`src/rtl/cache_arbiter.sv`:
```
// Shares one physical-memory port between the I-cache and D-cache.
// One line transaction is latched at a time; ties alternate round-robin.
module cache_arbiter #(
    parameter int ADDR_WIDTH = 16,
    parameter int LINE_WIDTH = 128
) (
    input  logic                  clk,
    input  logic                  rst_n,
    input  logic                  icache_pmem_read,
    input  logic [ADDR_WIDTH-1:0] icache_pmem_address,
    output logic [LINE_WIDTH-1:0] icache_pmem_rdata,
    output logic                  icache_pmem_resp,
    input  logic                  dcache_pmem_read,
    input  logic                  dcache_pmem_write,
    input  logic [ADDR_WIDTH-1:0] dcache_pmem_address,
    input  logic [LINE_WIDTH-1:0] dcache_pmem_wdata,
    output logic [LINE_WIDTH-1:0] dcache_pmem_rdata,
    output logic                  dcache_pmem_resp,
    output logic                  pmem_read,
    output logic                  pmem_write,
    output logic [ADDR_WIDTH-1:0] pmem_address,
    output logic [LINE_WIDTH-1:0] pmem_wdata,
    input  logic [LINE_WIDTH-1:0] pmem_rdata,
    input  logic                  pmem_resp
);

    typedef enum logic [1:0] {
        IDLE    = 2'd0,
        SERVE_I = 2'd1,
        SERVE_D = 2'd2
    } state_t;

    state_t                r_state;
    state_t                w_next_state;
    logic                  r_last_grant_d;
    logic                  r_pmem_read;
    logic                  r_pmem_write;
    logic [ADDR_WIDTH-1:0] r_pmem_address;
    logic [LINE_WIDTH-1:0] r_pmem_wdata;
    logic                  w_i_req;
    logic                  w_d_req;
    logic                  w_grant_i;
    logic                  w_grant_d;

    assign w_i_req = icache_pmem_read;
    assign w_d_req = dcache_pmem_read | dcache_pmem_write;

    always_ff @(posedge clk or negedge rst_n) begin
        if (!rst_n) begin
            r_state <= IDLE;
        end else begin
            r_state <= w_next_state;
        end
    end

    // On a tie the requester not served last wins; after reset that is D.
    always_comb begin
        w_next_state = r_state;
        w_grant_i    = 1'b0;
        w_grant_d    = 1'b0;
        case (r_state)
            IDLE: begin
                if (w_i_req && w_d_req) begin
                    if (r_last_grant_d) begin
                        w_grant_i = 1'b1;
                    end else begin
                        w_grant_d = 1'b1;
                    end
                end else if (w_i_req) begin
                    w_grant_i = 1'b1;
                end else if (w_d_req) begin
                    w_grant_d = 1'b1;
                end
                if (w_grant_i) begin
                    w_next_state = SERVE_I;
                end else if (w_grant_d) begin
                    w_next_state = SERVE_D;
                end
            end
            SERVE_I, SERVE_D: begin
                if (pmem_resp) begin
                    w_next_state = IDLE;
                end
            end
            default: begin
                w_next_state = IDLE;
            end
        endcase
    end

    // A D request with both read and write set is a write-back.
    always_ff @(posedge clk or negedge rst_n) begin
        if (!rst_n) begin
            r_pmem_read    <= 1'b0;
            r_pmem_write   <= 1'b0;
            r_pmem_address <= '0;
            r_pmem_wdata   <= '0;
            r_last_grant_d <= 1'b0;
        end else if (w_grant_d) begin
            r_pmem_address <= dcache_pmem_address;
            r_pmem_wdata   <= dcache_pmem_wdata;
            r_pmem_write   <= dcache_pmem_write;
            r_pmem_read    <= ~dcache_pmem_write;
            r_last_grant_d <= 1'b1;
        end else if (w_grant_i) begin
            r_pmem_address <= icache_pmem_address;
            r_pmem_write   <= 1'b0;
            r_pmem_read    <= 1'b1;
            r_last_grant_d <= 1'b0;
        end else if ((r_state != IDLE) && pmem_resp) begin
            r_pmem_read    <= 1'b0;
            r_pmem_write   <= 1'b0;
        end
    end

    assign pmem_read         = r_pmem_read;
    assign pmem_write        = r_pmem_write;
    assign pmem_address      = r_pmem_address;
    assign pmem_wdata        = r_pmem_wdata;
    assign icache_pmem_resp  = pmem_resp & (r_state == SERVE_I);
    assign dcache_pmem_resp  = pmem_resp & (r_state == SERVE_D);
    assign icache_pmem_rdata = pmem_rdata;
    assign dcache_pmem_rdata = pmem_rdata;

endmodule
```
`config.mk`:
```
export PLATFORM = sky130hd
export DESIGN_NAME = cache_arbiter
export DESIGN_NICKNAME = d
export VERILOG_FILES = /design/src/rtl/cache_arbiter.sv
export SDC_FILE = /design/constraint.sdc
export NUM_CORES = 1
export LEC_CHECK = 0
export ABC_CLOCK_PERIOD_IN_PS = 2700
export CAP_MARGIN = 20
export CORE_AREA = 2 2 270 272
export DETAILED_ROUTE_END_ITERATION = 16
export DIE_AREA = 0 0 272 274
export PLACE_DENSITY_LB_ADDON = 0.2
export SLEW_MARGIN = 10
export SYNTH_ARGS = -nofsm -noshare
export SYNTH_HDL_FRONTEND = slang
export SYNTH_SLANG_ARGS = --single-unit
export TNS_END_PERCENT = 5
```
`constraint.sdc`:
```
create_clock -name clk -period 2.7 [get_ports clk]
set_clock_uncertainty 0.15 [all_clocks]
set_input_delay 0.54 -clock clk [delete_from_list [all_inputs] [get_ports clk]]
set_output_delay 0.54 -clock clk [all_outputs]
set_load 0.05 [all_outputs]
```
==> results.yml <==
critical_path:
  cp-start-kind: "flop"
  cp_num_buf_inv: 1
  worst-path-max-fanout: 2
  arrival_ps: 1740
  cpPeakStageDelay_ps: 910
  cp.required_ps: 2010
  crit_type: "reg -> out"
  cp_slowest_cell: "clkdlybuf4s50_1"
  worstSetupEndpointType: "output port"
  crit_path_cell_trace: "clkdlybuf4s50_1"
  critPathTopFamily: "buffers and inverters"
global_route:
  grt_pass1_vias: 5223
  grt_pass1_wl_mm: 35.2
  overflow: 0
  antenna_found_initial: 1
  grt_util_all_layers: 0.0660
  grt_start_max_net_pins: 53
synthesis:
  yosysSeqAreaShare: 0.476
  syn_nets: 951
  synthDistinctLibCells: 29
  yosysWarnings: 0
  synth_edf_count: 0
  synth_area_um2: 7830
  synth_cells: 654
  synthFlopType: "dfrtp_1"
  synthArstFlopShare: 1.00
  ys_ff_latch: 149
  avgSynthCellArea_um2: 12.0
timing:
  finalCritPeriodShare: 0.901
  fin_ws_ps: 267
  hold_viol: 0
  rsz0062_at_grt: "no"
  hold_ws_ps: 351
  setup_viol: 0
  slew_viol_final: 0
  tightest_slew_ps: 653
  min_period_ps: 2430
  relSlewSlack: 0.563
  final.setup.tns_ps: 0
  max_freq_mhz: 411
placed_design:
  place_area_um2: 10300
  portBuffers: 313
  gp_congestion: 0.692
  dp_slack_ps: 129
  place_inst: 1667
  hpwl_mm: 18.2
power_and_ir_drop:
  p_leak_nw: 4.13
  power_frac_clock: 0.158
  power_mw: 15.8
  seq_power_share: 0.252
  p_per_area_nw_per_um2: 1440
  intPower_mw: 8.25
  switchingPower_mw: 7.51
  ir_drop_uv: 638
  swShare: 0.477
  pwr-share-comb: 0.590
flow_run:
  maxCapViolCount: 0
cells_and_area:
  final_cells: 1699
  layout.cells.most_common: "clkdlybuf4s50_1"
  syn_to_final_growth_pct: 39.5
  drive_gt1_frac: 0.251
  final_area_um2: 10900
  final_util: 0.152
  nets: 1025
  layout_common_cells: "clkdlybuf4s50_1 (310), dfrtp_1 (149), mux2_2 (128)"
  diodes: 0
floorplan:
  fp.dieW_um: 272
  die_h_um: 274
  core_um2: 72000
  ios: 698
  start_util: 0.109
  dieArea_um2: 74500
  rows: 99
outcome:
  status: "finished, final reports clean"
detailed_routing:
  postRouteAntennaNets: 0
  dr.pass1.iters: 4
  viasPerCell: 2.81
  wl_per_cell_um: 14.3
  drc: 0
  routed_wl_mm: 24.3
  vias: 4767
  drt_iter0_markers: 120
clock_tree:
  ctsResizeCount: 0
  clock_sinks: 149
  cts.clk_slew.worst_paths_ps: 70
  clock-root-buffer: "clkbuf_16"
  postCtsHoldBufs: 1
  cts_setup_buffers: 0
  tritoncts: "yes"
  cts_buffers: 17
  clk_latency_ps: 460
  clockBufferDepth: 2
  htreeDepth: 4
hold_path:
  hold_path.class: "reg -> reg"
layer usage:
layer,global-route usage,vias up,wire (um)
li1,-,2080,-
met1,0.0692,2251,9210
met2,0.103,337,11500
met3,0.0342,99,2510
met4,0.0444,0,1100
met5,0,-,0
path summary, 6_finish.rpt:
path	end	startpoint	cells after the start	slack, ps
worst max-delay path	pmem_wdata[113]	pmem_wdata[113]	1	270
worst min-delay path	pmem_wdata[63]	pmem_wdata[63]	1	350
worst max register to register	pmem_wdata[72]	r_state[0]	6	690
worst min register to register	pmem_wdata[63]	pmem_wdata[63]	1	350
max in group asynchronous	pmem_address[0]	rst_n	3	1300
min in group asynchronous	pmem_wdata[53]	rst_n	2	410
synth_stat cells, drive strengths merged, types with 2 or more instances:
library cell | instances | area share
mux2 | 128 | 0.18
o31ai | 2 | 0.0019
dfrtp | 149 | 0.48
inv | 4 | 0.0019
nor2 | 18 | 0.0086
nand2 | 3 | 0.0018
a21boi | 2 | 0.0034
clkbuf | 7 | 0.0034
buf | 272 | 0.27
o21ai | 19 | 0.012
ha | 3 | 0.0048
a21oi | 2 | 0.0013
a31oi | 16 | 0.013
and2 | 2 | 0.0016
nand3 | 18 | 0.012
power groups by stage:
stage	registers, mW	clock network, mW	logic (mW)
after global routing	4.13	2.77	9.76
after floorplan	7.92	0	3.13
final	3.97	2.48	9.30
after detailed placement	4.03	0	9.44
after global placement	4.03	0	9.43
after CTS	4.00	2.70	9.46
final cells by class:
cell class	count	area (um2)
Clock buffer	20	467
Sequential cell	149	3730
Multi-Input combinational cell	222	1990
Fill cell	7994	61000
Inverter	4	15.0
Tap cell	959	1200
Timing Repair Buffer	334	3400
Clock inverter	11	118
cells by family (layout without fill, tap and decap cells):
| group | after synthesis | count (layout) | synth area share |
|---|---|---|---|
| muxes | 128 | 128 | 0.184 |
| AOI/OAI and AO/OA | 45 | 45 | 0.0358 |
| buffers and inverters | 283 | 369 | 0.271 |
| and+or+nand+nor | 46 | 46 | 0.0278 |
| DFF | 149 | 149 | 0.476 |
| adders and majority gates | 3 | 3 | 0.00480 |
flip-flops by register name, summed over array words and instances (netlist names):
| signal | flops |
|---|---|
| r_last_grant_d | 1 |
| pmem_read | 1 |
| pmem_address | 16 |
| pmem_wdata | 128 |
| r_state | 2 |
| pmem_write | 1 |
Power figures use the tool's default switching activity.
